File: config.mk
export PLATFORM = sky130hd
export DESIGN_NAME = bmp180_cmd_seq
export DESIGN_NICKNAME = d
export VERILOG_FILES = /design/src/rtl/bmp180_cmd_seq_pkg.sv /design/src/rtl/bmp180_cmd_seq_conv_timer.sv /design/src/rtl/bmp180_cmd_seq.sv
export SDC_FILE = /design/constraint.sdc
export NUM_CORES = 1
export LEC_CHECK = 0
export BUFFER_PORTS_ARGS = -buffer_cell sky130_fd_sc_hd__buf_2
export CAP_MARGIN = 0
export CORE_MARGIN = 3
export CORE_UTILIZATION = 30
export CTS_CLUSTER_SIZE = 16
export DETAILED_ROUTE_END_ITERATION = 8
export PLACE_DENSITY_LB_ADDON = 0.25
export SLEW_MARGIN = 20
export SYNTH_ARGS = -nofsm -noshare
export SYNTH_HDL_FRONTEND = slang
export SYNTH_SLANG_ARGS = --single-unit
File: constraint.sdc
create_clock -name CLK -period 11.2 [get_ports CLK]
set_input_delay 1.12 -clock CLK [delete_from_list [all_inputs] [get_ports CLK]]
set_output_delay 1.12 -clock CLK [all_outputs]
set_load 0.1 [all_outputs]
File: src/rtl/bmp180_cmd_seq_pkg.sv
// Shared BMP180 definitions: opcodes, register map, conversion times, sequencer states
// and the combinational command decode table.
package bmp180_cmd_seq_pkg;

  localparam int unsigned TMR_W = 21;

  localparam logic [7:0] OP_END   = 8'h00;
  localparam logic [7:0] OP_CALIB = 8'hAA;
  localparam logic [7:0] OP_ID    = 8'hD0;
  localparam logic [7:0] OP_SRST  = 8'hB6;
  localparam logic [7:0] OP_TEMP  = 8'h2E;
  localparam logic [7:0] OP_PRES0 = 8'h34;
  localparam logic [7:0] OP_PRES1 = 8'h74;
  localparam logic [7:0] OP_PRES2 = 8'hB4;
  localparam logic [7:0] OP_PRES3 = 8'hF4;

  localparam logic [7:0] REG_CALIB = 8'hAA;
  localparam logic [7:0] REG_ID    = 8'hD0;
  localparam logic [7:0] REG_SRST  = 8'hE0;
  localparam logic [7:0] REG_CTRL  = 8'hF4;
  localparam logic [7:0] REG_OUT   = 8'hF6;

  localparam logic [15:0] T_TEMP_US  = 16'd4500;
  localparam logic [15:0] T_PRES0_US = 16'd4500;
  localparam logic [15:0] T_PRES1_US = 16'd7500;
  localparam logic [15:0] T_PRES2_US = 16'd13500;
  localparam logic [15:0] T_PRES3_US = 16'd25500;

  localparam logic [2:0] ST_IDLE   = 3'd0;
  localparam logic [2:0] ST_FETCH  = 3'd1;
  localparam logic [2:0] ST_DECODE = 3'd2;
  localparam logic [2:0] ST_REQ    = 3'd3;
  localparam logic [2:0] ST_XFER   = 3'd4;
  localparam logic [2:0] ST_WAIT   = 3'd5;
  localparam logic [2:0] ST_DONE   = 3'd6;
  localparam logic [2:0] ST_ERR    = 3'd7;

  typedef struct packed {
    logic        valid;
    logic        term;
    logic        rw;
    logic [7:0]  reg_a;
    logic [7:0]  wdata;
    logic [4:0]  nbytes;
    logic        has_wait;
    logic [15:0] wait_us;
    logic        has_rd;
    logic [4:0]  rd_n;
  } dec_t;

  // First transaction of a command, plus an optional wait and an optional read of REG_OUT.
  function automatic dec_t decode_op(input logic [7:0] op, input logic [15:0] t_rst_us);
    dec_t d;
    d       = '0;
    d.valid = 1'b1;
    case (op)
      OP_END:   d.term = 1'b1;
      OP_CALIB: begin
        d.rw     = 1'b1;
        d.reg_a  = REG_CALIB;
        d.nbytes = 5'd22;
      end
      OP_ID: begin
        d.rw     = 1'b1;
        d.reg_a  = REG_ID;
        d.nbytes = 5'd1;
      end
      OP_SRST: begin
        d.reg_a    = REG_SRST;
        d.wdata    = op;
        d.nbytes   = 5'd1;
        d.has_wait = 1'b1;
        d.wait_us  = t_rst_us;
      end
      OP_TEMP: begin
        d.reg_a    = REG_CTRL;
        d.wdata    = op;
        d.nbytes   = 5'd1;
        d.has_wait = 1'b1;
        d.wait_us  = T_TEMP_US;
        d.has_rd   = 1'b1;
        d.rd_n     = 5'd2;
      end
      OP_PRES0, OP_PRES1, OP_PRES2, OP_PRES3: begin
        d.reg_a    = REG_CTRL;
        d.wdata    = op;
        d.nbytes   = 5'd1;
        d.has_wait = 1'b1;
        d.has_rd   = 1'b1;
        d.rd_n     = 5'd3;
        case (op)
          OP_PRES0: d.wait_us = T_PRES0_US;
          OP_PRES1: d.wait_us = T_PRES1_US;
          OP_PRES2: d.wait_us = T_PRES2_US;
          default:  d.wait_us = T_PRES3_US;
        endcase
      end
      default:  d.valid = 1'b0;
    endcase
    return d;
  endfunction

endpackage

File: src/rtl/bmp180_cmd_seq_conv_timer.sv
// Conversion wait timer: loads a cycle count on I_START, counts down to zero and
// pulses O_EXPIRE for one cycle when it gets there.
module conv_timer #(
  parameter int unsigned W = 21
) (
  input  logic         CLK,
  input  logic         RST,
  input  logic         I_START,
  input  logic [W-1:0] I_LOAD,
  output logic         O_EXPIRE
);

  logic [W-1:0] cnt_q, cnt_d;
  logic         run_q, run_d;

  always_comb begin
    cnt_d = cnt_q;
    run_d = run_q;
    if (I_START) begin
      cnt_d = I_LOAD;
      run_d = 1'b1;
    end else if (run_q) begin
      if (cnt_q == '0) run_d = 1'b0;
      else             cnt_d = cnt_q - 1'b1;
    end
  end

  always_ff @(posedge CLK or posedge RST) begin
    if (RST) begin
      cnt_q <= '0;
      run_q <= 1'b0;
    end else begin
      cnt_q <= cnt_d;
      run_q <= run_d;
    end
  end

  assign O_EXPIRE = run_q && (cnt_q == '0);

endmodule

File: src/rtl/bmp180_cmd_seq.sv
// BMP180 command sequencer: walks the command ROM from address 0, expands each opcode
// into I2C register transactions with conversion waits, and stops on the 0x00 terminator.
module bmp180_cmd_seq
  import bmp180_cmd_seq_pkg::*;
#(
  parameter int unsigned ADDR_ROM_SZ = 4,
  parameter int unsigned DATA_ROM_SZ = 8,
  parameter int unsigned CYC_PER_US  = 50,
  parameter int unsigned T_RST_US    = 10000
) (
  input  logic                   CLK,
  input  logic                   RST,
  input  logic                   I_START,
  output logic [ADDR_ROM_SZ-1:0] O_ADDR_ROM,
  input  logic [ADDR_ROM_SZ-1:0] I_ADDR_ROM,
  input  logic [DATA_ROM_SZ-1:0] I_DATA_ROM,
  output logic                   O_I2C_START,
  output logic                   O_I2C_RW,
  output logic [7:0]             O_I2C_REG,
  output logic [7:0]             O_I2C_WDATA,
  output logic [4:0]             O_I2C_NBYTES,
  input  logic                   I_I2C_BUSY,
  input  logic                   I_I2C_DONE,
  input  logic                   I_I2C_NACK,
  output logic [7:0]             O_CMD,
  output logic                   O_BUSY,
  output logic                   O_DONE,
  output logic                   O_ERR
);

  logic [2:0]             state_q, state_d;
  logic [ADDR_ROM_SZ-1:0] pc_q, pc_d;
  logic [7:0]             cmd_q, cmd_d;
  logic                   err_q, err_d;
  logic                   rw_q, rw_d;
  logic [7:0]             reg_q, reg_d;
  logic [7:0]             wdata_q, wdata_d;
  logic [4:0]             nbytes_q, nbytes_d;
  logic                   has_wait_q, has_wait_d;
  logic [15:0]            wait_us_q, wait_us_d;
  logic                   has_rd_q, has_rd_d;
  logic [4:0]             rd_n_q, rd_n_d;
  logic                   second_q, second_d;

  logic [7:0]       rom_word;
  dec_t             dec;
  logic             tmr_start, tmr_expire;
  logic [TMR_W-1:0] tmr_load;
  logic             cmd_fin, fault;

  assign rom_word = 8'(I_DATA_ROM);
  assign tmr_load = TMR_W'(32'(wait_us_q) * 32'(CYC_PER_US) - 32'd1);

  conv_timer #(.W(TMR_W)) u_timer (
    .CLK      (CLK),
    .RST      (RST),
    .I_START  (tmr_start),
    .I_LOAD   (tmr_load),
    .O_EXPIRE (tmr_expire)
  );

  always_comb begin
    state_d    = state_q;
    pc_d       = pc_q;
    cmd_d      = cmd_q;
    err_d      = err_q;
    rw_d       = rw_q;
    reg_d      = reg_q;
    wdata_d    = wdata_q;
    nbytes_d   = nbytes_q;
    has_wait_d = has_wait_q;
    wait_us_d  = wait_us_q;
    has_rd_d   = has_rd_q;
    rd_n_d     = rd_n_q;
    second_d   = second_q;
    tmr_start  = 1'b0;
    cmd_fin    = 1'b0;
    fault      = 1'b0;
    dec        = decode_op(rom_word, 16'(T_RST_US));

    case (state_q)
      ST_IDLE, ST_DONE, ST_ERR: begin
        state_d = ST_IDLE;
        if (I_START) begin
          state_d = ST_FETCH;
          pc_d    = '0;
          err_d   = 1'b0;
        end
      end
      ST_FETCH: state_d = ST_DECODE;
      ST_DECODE: begin
        // A stale ROM echo means the address has not settled yet; fetch again.
        if (I_ADDR_ROM != pc_q) begin
          state_d = ST_FETCH;
        end else begin
          cmd_d = rom_word;
          if (dec.term) begin
            state_d = ST_DONE;
          end else if (!dec.valid) begin
            fault = 1'b1;
          end else begin
            rw_d       = dec.rw;
            reg_d      = dec.reg_a;
            wdata_d    = dec.wdata;
            nbytes_d   = dec.nbytes;
            has_wait_d = dec.has_wait;
            wait_us_d  = dec.wait_us;
            has_rd_d   = dec.has_rd;
            rd_n_d     = dec.rd_n;
            second_d   = 1'b0;
            state_d    = ST_REQ;
          end
        end
      end
      ST_REQ: if (!I_I2C_BUSY) state_d = ST_XFER;
      ST_XFER: begin
        if (I_I2C_DONE) begin
          if (I_I2C_NACK) begin
            fault = 1'b1;
          end else if (!second_q && has_wait_q) begin
            tmr_start = 1'b1;
            state_d   = ST_WAIT;
          end else begin
            cmd_fin = 1'b1;
          end
        end
      end
      ST_WAIT: begin
        if (tmr_expire) begin
          if (has_rd_q) begin
            second_d = 1'b1;
            rw_d     = 1'b1;
            reg_d    = REG_OUT;
            nbytes_d = rd_n_q;
            state_d  = ST_REQ;
          end else begin
            cmd_fin = 1'b1;
          end
        end
      end
      default: state_d = ST_IDLE;
    endcase

    // Finishing the last ROM word without a terminator would wrap the PC: treat as error.
    if (cmd_fin) begin
      if (pc_q == '1) begin
        fault = 1'b1;
      end else begin
        pc_d    = pc_q + 1'b1;
        state_d = ST_FETCH;
      end
    end
    if (fault) begin
      state_d = ST_ERR;
      err_d   = 1'b1;
    end
  end

  always_ff @(posedge CLK or posedge RST) begin
    if (RST) begin
      state_q    <= ST_IDLE;
      pc_q       <= '0;
      cmd_q      <= '0;
      err_q      <= 1'b0;
      rw_q       <= 1'b0;
      reg_q      <= '0;
      wdata_q    <= '0;
      nbytes_q   <= '0;
      has_wait_q <= 1'b0;
      wait_us_q  <= '0;
      has_rd_q   <= 1'b0;
      rd_n_q     <= '0;
      second_q   <= 1'b0;
    end else begin
      state_q    <= state_d;
      pc_q       <= pc_d;
      cmd_q      <= cmd_d;
      err_q      <= err_d;
      rw_q       <= rw_d;
      reg_q      <= reg_d;
      wdata_q    <= wdata_d;
      nbytes_q   <= nbytes_d;
      has_wait_q <= has_wait_d;
      wait_us_q  <= wait_us_d;
      has_rd_q   <= has_rd_d;
      rd_n_q     <= rd_n_d;
      second_q   <= second_d;
    end
  end

  assign O_ADDR_ROM   = pc_q;
  assign O_I2C_START  = (state_q == ST_REQ) && !I_I2C_BUSY;
  assign O_I2C_RW     = rw_q;
  assign O_I2C_REG    = reg_q;
  assign O_I2C_WDATA  = wdata_q;
  assign O_I2C_NBYTES = nbytes_q;
  assign O_CMD        = cmd_q;
  assign O_BUSY       = (state_q != ST_IDLE) && (state_q != ST_DONE) && (state_q != ST_ERR);
  assign O_DONE       = (state_q == ST_DONE);
  assign O_ERR        = err_q;

endmodule

==> After elaboration in Yosys (flattened, before gate mapping) <==
Index checks and enable logic that the tools add are counted.
{ "word_totals": {"register_bits": 84, "input_bits": 18, "word_cells": 149} }
{ "classes": {"n_addsub": 3, "mul": 1, "eq_ne": 25, "muxes": 76, "bitwise": 2, "n_reduce_logical": 27} }
{ "op_table": {"columns": ["cell", "n"], "rows": [
  ["$mux 21", 3],
  ["$pmux 17 s3", 1],
  ["$mux 8", 6],
  ["$pmux 15 s3", 1],
  ["$sub 21x1->21 const B", 2],
  ["$eq 8x8->1 const B", 5],
  ["$mux 3", 12],
  ["$mux 1", 34],
  ["$pmux 8 s4", 1],
  ["$mux 5", 5],
  ["$logic_not 21->1", 1],
  ["$mul 16x5->20 const B", 1],
  ["$pmux 5 s2", 2],
  ["$pmux 3 s6", 1],
  ["$eq 8x6->1 const B", 2],
  ["$mux 4", 4],
  ["$pmux 8 s2", 1],
  ["$eq 3x3->1 const B", 4],
  ["$ne 2x2->1 const B", 6],
  ["$pmux 6 s2", 1],
  ["$reduce_or 9->1", 1],
  ["$eq 8x7->1 const B", 1],
  ["$logic_not 8->1", 1],
  ["$pmux 1 s2", 4],
  ["21 further kinds", 34]
]} }

==> Logic depth before layout (Yosys ltp) <==
Gate-level depths: netlist (run 1).
{ "logic_depth": {"depth_word": 11, "ltp_mapped": 15} }

==> Cells and area by module <==
From an unflattened synthesis (run 1), not the netlist that was laid out.
{ "unflattened": {"hier_cells": 620, "area_unflattened_um2": 5642.9} }
{ "modules_own_cells": {"columns": ["mod", "instances", "cells_per_inst", "area_per_inst_um2"], "rows": [
  ["bmp180_cmd_seq", 1, 461, 4240.3],
  ["conv_timer", 1, 159, 1402.6]
]} }

==> Worst setup path before layout (run 1) <==
No wires, ideal clock.
{ "synth_timing": {"path_kind": "in2out", "start": "in I_I2C_BUSY", "end": "out O_I2C_START", "arrival_time_ps": 4100, "required_time_ps": 10080, "path_slack_ps": 5980, "cell_stages": 1, "n_path_buf": 0, "path_cell_list": "nor4bb_1"} }
{ "synth_between": {"elab_chain_cells": 2} }
{ "synth_rtl": {"columns": ["item", "line_no", "source"], "rows": [
  ["from (decl)", "bmp180_cmd_seq.sv:22", "input logic I_I2C_BUSY,"],
  ["$logic_not 1->1", "bmp180_cmd_seq.sv:192", "assign O_I2C_START = (state_q == ST_REQ) && !I_I2C_BUSY;"],
  ["$logic_and 1x1->1", "bmp180_cmd_seq.sv:192", null],
  ["to (decl)", "bmp180_cmd_seq.sv:17", "output logic O_I2C_START,"]
]} }
No other way between the ends.

==> Worst setup path in the final report (run 1) <==
{ "layout_timing": {"start": "reg wait_us_q[11]", "end": "reg u_timer.cnt_q[20]"} }
{ "layout_between": {"elab_chain_cells": 3} }
{ "layout_rtl": {"columns": ["item", "line_no", "source"], "rows": [
  ["from (decl)", "bmp180_cmd_seq.sv:40", "logic [15:0] wait_us_q, wait_us_d;"],
  ["from (signal assigned)", "bmp180_cmd_seq.sv:184", "wait_us_q <= wait_us_d;"],
  ["$mul 16x5->20", "bmp180_cmd_seq.sv:52", "assign tmr_load = TMR_W'(32'(wait_us_q) * 32'(CYC_PER_US) - 32'd1);"],
  ["$sub 21x1->21", "bmp180_cmd_seq.sv:52", null],
  ["$mux 21", "bmp180_cmd_seq_conv_timer.sv:19", "if (I_START) begin"],
  ["to (signal assigned)", "bmp180_cmd_seq_conv_timer.sv:33", "cnt_q <= cnt_d;"],
  ["to (decl)", "bmp180_cmd_seq_conv_timer.sv:13", "logic [W-1:0] cnt_q, cnt_d;"]
]} }
No other way between the ends.
A chain may end at the register's enable or synchronous reset.

==> results.sh, run 1 <==
export IMPL_yosysSeqAreaShare_pct=34.65
export IMPL_routabilityCongestion=0.7896
export IMPL_antenna_found_initial=0
export IMPL_use_met3_pct=2.447
export IMPL_grt_overflow=0
export IMPL_route_detailed_drc=0
export IMPL_coreArea_um2=16760
export IMPL_vias_per_cell=4.982
export IMPL_drt_pass1_iter_count=5
export IMPL_die_h_um=137.7
export IMPL_max_cap_violations=0
export IMPL_grt_pass1_wl_mm=20.84
export IMPL_nFillCells=1724
export IMPL_die_width_um=137.7
export IMPL_root_buffer="clkbuf_16"
export IMPL_cts_hold_buf=0
export IMPL_drive_gt1_share_pct=14.44
export IMPL_combPwrFrac_pct=32.9
export IMPL_critPathLaunchType="flop"
export IMPL_crit_arrival_ns=5.11
export IMPL_start_util_pct=31.03
export IMPL_multi_input_area_um2=3122
export IMPL_power_switching_share_pct=41.81
export IMPL_clk_latency_ns=0.35
export IMPL_num_rows=47
export IMPL_place_area_um2=5673
export IMPL_setup_viol=0
export IMPL_path_class="reg2reg"
export IMPL_irDropWorstVdd_v=0.0001432
export IMPL_avgRoutedWirePerCell_um=14.61
export IMPL_via_count=4235
export IMPL_cts_tree="built"
export IMPL_cp_end_kind="flop"
export IMPL_ys_types=67
export IMPL_yosys_warnings=0
export IMPL_p_sw_mw=0.4239
export IMPL_status="finished clean"
export IMPL_synthCells=578
export IMPL_pwr_share_seq_pct=33.3
export IMPL_final_hold_violation_count=0
export IMPL_post_cts_buffers=0
export IMPL_p_clk_share_pct=33.8
export IMPL_internal_power_mw=0.5900
export IMPL_routed_wl_mm=12.42
export IMPL_async_flop_share_pct=100.0
export IMPL_worstHoldPathType="reg2reg"
export IMPL_grt_pass1_vias=4264
export IMPL_netlist_area_um2=5200
export IMPL_die_area_um2=18950
export IMPL_antenna_left=0
export IMPL_worstMarginPinSlew_ns=0.9537
export IMPL_area_delta_synth_final_pct=16.03
export IMPL_clockBufferDepth=2
export IMPL_fin_crit_sh_pct=43.46
export IMPL_io_buffers=53
export IMPL_final_nets=699
export IMPL_crit_required_ns=11.44
export IMPL_slew_violations=0
export IMPL_cts_buffers=9
export IMPL_htreeDepth=3
export IMPL_use_met1_pct=18.19
export IMPL_clock_skew_ns=0.01240
export IMPL_path_max_fanout=7
export IMPL_final_common_cell="nand2_1"
export IMPL_clock_sinks=72
export IMPL_globalRouteMet2Util_pct=22.15
export IMPL_synth_main_ff_cell="dfrtp_1"
export IMPL_power_density_nw_per_um2=168.0
export IMPL_maxSlewHeadroom_pct=36.42
export IMPL_grt_total_usage_pct=13.66
export IMPL_tns_ns=0
export IMPL_io_pins=56
export IMPL_leakage_nw=2.925
export IMPL_final_area_um2=6033
export IMPL_fmax_mhz=205.4
export IMPL_seq_area_um2=1802
export IMPL_layout_min_cycle_time_ns=4.868
export IMPL_diodes=0
export IMPL_dp_hpwl_mm=9.370
export IMPL_grt_max_degree=73
export IMPL_clk_pin_slew_ns=0.07
export IMPL_syn_area_per_cell_um2=8.997
export IMPL_ys_ff_latch=72
export IMPL_initialDrtViolationCount=157
export IMPL_rsz0062_at_grt="false"
export IMPL_top_usage_layer="met2"
export IMPL_synth_edff_count=0
export IMPL_cts_resized=0
export IMPL_final_cell_mix="73 x nand2_1, 72 x dfrtp_1, 55 x inv_1"
## per-stage QoR
stage | hold slack [ns] | cells | utilization, % | setup slack [ns] | total power [mW]
5_1_grt | 0.4936 | 850 | 36.00 | 6.025 | 1.062
3_3_place_gp | 0.4490 | 834 | 33.85 | 6.481 | 0.6696
6_report | 0.4751 | 850 | 36.00 | 6.332 | 1.014
2_1_floorplan | 0.4498 | 579 | - | 5.980 | 0.6148
4_1_cts | 0.4798 | 850 | 35.95 | 6.320 | 1.024
3_5_place_dp | 0.4602 | 834 | 33.85 | 6.335 | 0.6751
## cells by family after synthesis
logic type      after synthesis  synth area share, %
compound gates              125                16.36
xor+xnor                     43                7.531
fa+ha+maj                    56                14.63
buf+inv                      75                5.654
flops                        72                34.65
mux                           3               0.6015
other cells                   1              0.07212
simple gates                203                20.50
## power groups by stage
stage | Sequential [mW] | Combinational, mW | Clock, mW
2_1_floorplan | 0.482 | 0.133 | 0
3_3_place_gp | 0.338 | 0.332 | 0
3_5_place_dp | 0.340 | 0.335 | 0
4_1_cts | 0.336 | 0.336 | 0.352
5_1_grt | 0.343 | 0.356 | 0.362
6_report | 0.337 | 0.334 | 0.343
## synth_stat cells (3+ instances only)
| cell | number | share of area (%) |
|---|---|---|
| a21o_1 | 12 | 1.7 |
| a21oi_1 | 23 | 2.2 |
| a221oi_1 | 3 | 0.51 |
| a22o_1 | 5 | 0.84 |
| and2_1 | 7 | 0.84 |
| and3_1 | 5 | 0.60 |
| buf_4 | 3 | 0.43 |
| clkbuf_1 | 15 | 1.1 |
| dfrtp_1 | 72 | 35 |
| fa_1 | 8 | 3.1 |
| ha_1 | 48 | 12 |
| inv_1 | 56 | 4.0 |
| nand2_1 | 74 | 5.3 |
| nand2b_1 | 5 | 0.60 |
| nand3_1 | 14 | 1.3 |
| nand4_1 | 6 | 0.72 |
| nand4b_1 | 3 | 0.51 |
| nor2_1 | 31 | 2.2 |
| nor2b_1 | 7 | 0.84 |
| nor3_1 | 14 | 1.3 |
| nor4_1 | 7 | 0.84 |
| nor4bb_1 | 4 | 0.77 |
| o211ai_1 | 7 | 1.0 |
| o21a_1 | 4 | 0.58 |
| o21ai_0 | 31 | 3.0 |
| o21bai_1 | 4 | 0.58 |
| o22ai_1 | 3 | 0.36 |
| o31ai_1 | 9 | 1.3 |
| or2_2 | 6 | 0.72 |
| or4_4 | 3 | 0.65 |
| xnor2_1 | 24 | 4.0 |
| xor2_1 | 18 | 3.0 |
## routing by layer
| layer | part of all wire, % | routed length [um] | vias up |
|---|---|---|---|
| met2 | 47 | 5860 | 72 |
| met4 | 1.6 | 194 | 0 |
| met3 | 3.7 | 454 | 10 |
| met5 | 0 | 0 | - |
| li1 | - | - | 2114 |
| met1 | 48 | 5909 | 2039 |
## state kept, by name (all words and copies together) (netlist names), 3 cells and up
name	count
u_timer.cnt_q	21
wait_us_q	12
O_CMD	8
O_I2C_WDATA	8
O_I2C_REG	7
O_ADDR_ROM	4
O_I2C_NBYTES	3
state_q	3
## critical path: stages (launching register included)
cell and delay, ns:
dfrtp_1 0.47, ha_1 0.34, ha_1 0.28, inv_1 0.05
fa_1 0.49, inv_1 0.04, ha_1 0.37, and2_1 0.24
a221oi_1 0.51, nand3_1 0.20, a2111o_1 0.46, or4_4 0.52
nor4b_1 0.35, xor3_1 0.27, o21ai_0 0.17
## path summary, 6_finish.rpt
kind / cells past startpoint / to / slack, ns / startpoint
max: 14 / u_timer.cnt_q[20] / 6.33 / wait_us_q[11]
min: 1 / O_I2C_REG[7] / 0.48 / O_I2C_REG[7]
max reg2reg: 14 / u_timer.cnt_q[20] / 6.33 / wait_us_q[11]
min reg2reg: 1 / O_I2C_REG[7] / 0.48 / O_I2C_REG[7]
max in group asynchronous: 3 / O_I2C_REG[4] / 9.52 / RST
min in group asynchronous: 3 / O_ERR / 1.04 / RST
## layout make-up
cell class / count / area share, %
Clock buffer: 9 / 3.733
Clock inverter: 7 / 2.095
Inverter: 56 / 3.484
Multi-Input combinational cell: 432 / 51.74
Sequential cell: 72 / 29.86
Tap cell: 220 / 4.562
Timing Repair Buffer: 54 / 4.521
Power figures use the tool's default switching activity.
==> run 2: changes to the inputs <==
--- a/config.mk
+++ b/config.mk
@@ -5,6 +5,7 @@
 export SDC_FILE = /design/constraint.sdc
 export NUM_CORES = 1
 export LEC_CHECK = 0
+export ABC_AREA = 1
 export BUFFER_PORTS_ARGS = -buffer_cell sky130_fd_sc_hd__buf_2
 export CAP_MARGIN = 0
 export CORE_MARGIN = 3
==> constraint.sdc (replaced) <==
create_clock -name CLK -period 4.2 [get_ports CLK]
set_input_delay 0.42 -clock CLK [delete_from_list [all_inputs] [get_ports CLK]]
set_output_delay 0.42 -clock CLK [all_outputs]
set_load 0.1 [all_outputs]
==> run 2 against run 1 <==
- non-clock buffer count is 2 higher
- via count is 19% higher
- final cell count is 27% higher
- power grew to 3.9 times the previous value
- design area is 8.2% higher
- sequential power grew to 3.1 times the previous value
- setup slack worse by 5.6 ns
==> results.sh, run 2 <==
export IMPL_slew_violations=0
export IMPL_r2r_end="u_timer.cnt_q[19]"
export IMPL_setup_viol=0
export IMPL_fin_crit_sh_pct=82.04
export IMPL_crit_family="adder cells"
export IMPL_power_density_nw_per_um2=600.0
export IMPL_yosys_warnings=0
export IMPL_maxSlewHeadroom_pct=48.01
export IMPL_max_cap_violations=0
export IMPL_htreeDepth=3
export IMPL_synth_common_cells="190 x nand2_1, 115 x inv_1, 86 x nor2_1, 72 x dfrtp_1, 57 x nand3_1"
export IMPL_routabilityCongestion=0.8555
export IMPL_final_hold_violation_count=0
export IMPL_ff2ff_path_depth=22
export IMPL_route_detailed_drc=0
export IMPL_fmax_mhz=290.2
export IMPL_cts_tree="built"
export IMPL_clockBufferDepth=2
export IMPL_timing_critical_path_mode_cell="nand2_1"
export IMPL_path_class="reg2reg"
export IMPL_cp_end_kind="flop"
export IMPL_nFillCells=1943
export IMPL_final_nets=922
export IMPL_drive_gt1_share_pct=15.12
export IMPL_rr_startpoint="wait_us_q[11]"
export IMPL_cts_resized=0
export IMPL_whs_ns=0.2197
export IMPL_cts_buffers=9
export IMPL_synth_edff_count=0
export IMPL_start_util_pct=31.11
export IMPL_clk_pin_slew_ns=0.06
export IMPL_tns_ns=0
export IMPL_yosysSeqAreaShare_pct=31.59
export IMPL_largest_register_ffs=21
export IMPL_final_cell_mix="190 x nand2_1, 114 x inv_1, 86 x nor2_1"
export IMPL_rsz0062_at_grt="false"
export IMPL_ys_top_cells_by_area="dfrtp_1 32%, nand2_1 13%, ha_1 11%"
export IMPL_antenna_left=0
export IMPL_ys_ff_latch=72
export IMPL_seq_area_um2=1802
export IMPL_regMostFlops="u_timer.cnt_q"
export IMPL_reg_top3="u_timer.cnt_q: 21 flops, wait_us_q: 12 flops"
export IMPL_grt_total_usage_pct=13.94
export IMPL_grt_pass1_vias=4909
export IMPL_yosys_area_top_type_share_pct=31.59
export IMPL_layout_min_cycle_time_ns=3.446
export IMPL_final_common_cell="nand2_1"
export IMPL_netlist_area_um2=5703
export IMPL_crit_arrival_ns=3.68
export IMPL_die_area_um2=20700
export IMPL_diodes=0
export IMPL_antenna_found_initial=0
export IMPL_critPathLaunchType="flop"
export IMPL_status="finished clean"
export IMPL_grt_overflow=0
export IMPL_cts_hold_buf=0
export IMPL_synthCells=793
export IMPL_irDropWorstVdd_v=0.0004684
export IMPL_clock_skew_ns=0.005706
export IMPL_area_delta_synth_final_pct=14.48
export IMPL_drt_pass1_iter_count=5
export IMPL_die_h_um=143.9
export IMPL_avgRoutedWirePerCell_um=12.56
export IMPL_path_max_fanout=6
export IMPL_routed_wl_mm=13.59
export IMPL_io_pins=56
export IMPL_max_stage_delay_ns=0.49
export IMPL_crit_buf_inv=3
export IMPL_ys_types=50
export IMPL_root_buffer="clkbuf_16"
export IMPL_leakage_nw=3.394
export IMPL_coreArea_um2=18330
export IMPL_grt_max_degree=39
export IMPL_ff2ff_setup_slack_ns=0.75
export IMPL_clk_latency_ns=0.35
export IMPL_crit_required_ns=4.44
export IMPL_num_rows=49
export IMPL_totalPowerFinal_mw=3.917
export IMPL_yosysMostFrequentCell="nand2_1"
export IMPL_synth_main_ff_cell="dfrtp_1"
export IMPL_dp_hpwl_mm=10.84
export IMPL_syn_area_per_cell_um2=7.192
export IMPL_via_count=5040
export IMPL_async_flop_share_pct=100.0
export IMPL_initialDrtViolationCount=299
export IMPL_grt_pass1_wl_mm=23.50
export IMPL_path_cells="ha_1, ha_1, inv_1, fa_1, inv_1, ha_1, nand2_1, nand2_1, inv_2, nand2_2, nand2_1, nand2_1, nand2_1, nand2_1, nor2_4, nand2_2, nor2_4, nand3_1, nand2_1, nand2_1, nand2_1, nand2_1"
export IMPL_crit_path_top_delay_cell="fa_1"
export IMPL_worstHoldPathType="in2async"
export IMPL_yosysTopAreaCell="dfrtp_1"
export IMPL_post_cts_buffers=0
export IMPL_clock_sinks=72
export IMPL_worstMarginPinSlew_ns=0.7787
export IMPL_vias_per_cell=4.658
export IMPL_die_width_um=143.9
export IMPL_multi_input_area_um2=3343
export IMPL_io_buffers=53
-- run 2: cell types whose count changed after synthesis, sizes merged, moves of 6 or more --
cell / before / now
a21o: 12 / 1
nor2b: 7 / 0
nand3: 14 / 62
clkbuf: 15 / 1
o31ai: 9 / 1
inv: 56 / 128
xnor2: 24 / 5
o21ai: 32 / 59
nor2: 31 / 101
and2: 8 / 1
buf: 4 / 12
nand2: 74 / 203
nor4: 8 / 1
nand2b: 6 / 0
-- run 2: through the flow --
| step | area, um^2 | std cells | util, % | setup slack [ns] |
|---|---|---|---|---|
| final | 6529 | 1082 | 35.62 | 0.7542 |
| after global routing | 6529 | 1082 | 35.62 | 0.3506 |
| after CTS | 6529 | 1082 | 35.62 | 0.7405 |
| after detailed placement | 6207 | 1066 | 33.86 | 0.7641 |
| after global placement | 6207 | 1066 | 33.86 | 0.8040 |
| after floorplan | 5707 | 794 | - | 1.096 |
-- run 2: layout make-up --
| class | instances | share of cell area [%] |
|---|---|---|
| Timing Repair Buffer | 56 | 4.408 |
| Sequential cell | 72 | 27.60 |
| Inverter | 129 | 7.474 |
| Multi-Input combinational cell | 580 | 51.21 |
| Tap cell | 229 | 4.389 |
| Clock buffer | 10 | 3.507 |
| Clock inverter | 6 | 1.418 |
-- run 2: power by group --
group	internal [mW]	total (mW)	switching, mW
combinational	0.505	2.03	1.52
clock	0.523	0.845	0.322
sequential	0.885	1.05	0.162
total	1.91	3.92	2.00
-- run 2: cell families after synthesis --
group	count (synthesis)	synth area share (%)
xor+xnor	21	3.225
fa+ha+maj	56	13.34
buf+inv	142	9.851
compound gates	105	10.66
other cells	1	0.06576
simple gates	396	31.26
flops	72	31.59
-- run 2: worst register-to-register path, delay by kind of cell, from the launching register on --
kind	cells	cell delay [ns]
flip-flops	1	0.46
buffers and inverters	3	0.15
adder cells (fa/ha/maj)	4	1.44
AND/OR/NAND/NOR	15	1.30
-- run 2: routing by layer --
metal	global-route usage [%]	part of all wire, %	vias to the layer above
met1	19.48	50	2275
met5	0	0	-
met2	21.26	44	100
met3	3.328	4.6	19
met4	4.460	1.8	0
li1	-	-	2646
-- run 2: worst max-delay path by stage --
stage | end | start | cells after the start | slack, ns
3_3_place_gp | u_timer.cnt_q[19] | wait_us_q[8] | 20 | 0.80
6_report | u_timer.cnt_q[19] | wait_us_q[11] | 22 | 0.75
4_1_cts | u_timer.cnt_q[19] | wait_us_q[11] | 22 | 0.74
2_1_floorplan | u_timer.cnt_q[19] | wait_us_q[11] | 22 | 1.10
5_1_grt | u_timer.cnt_q[19] | wait_us_q[11] | 22 | 0.35
3_5_place_dp | u_timer.cnt_q[19] | wait_us_q[11] | 22 | 0.76
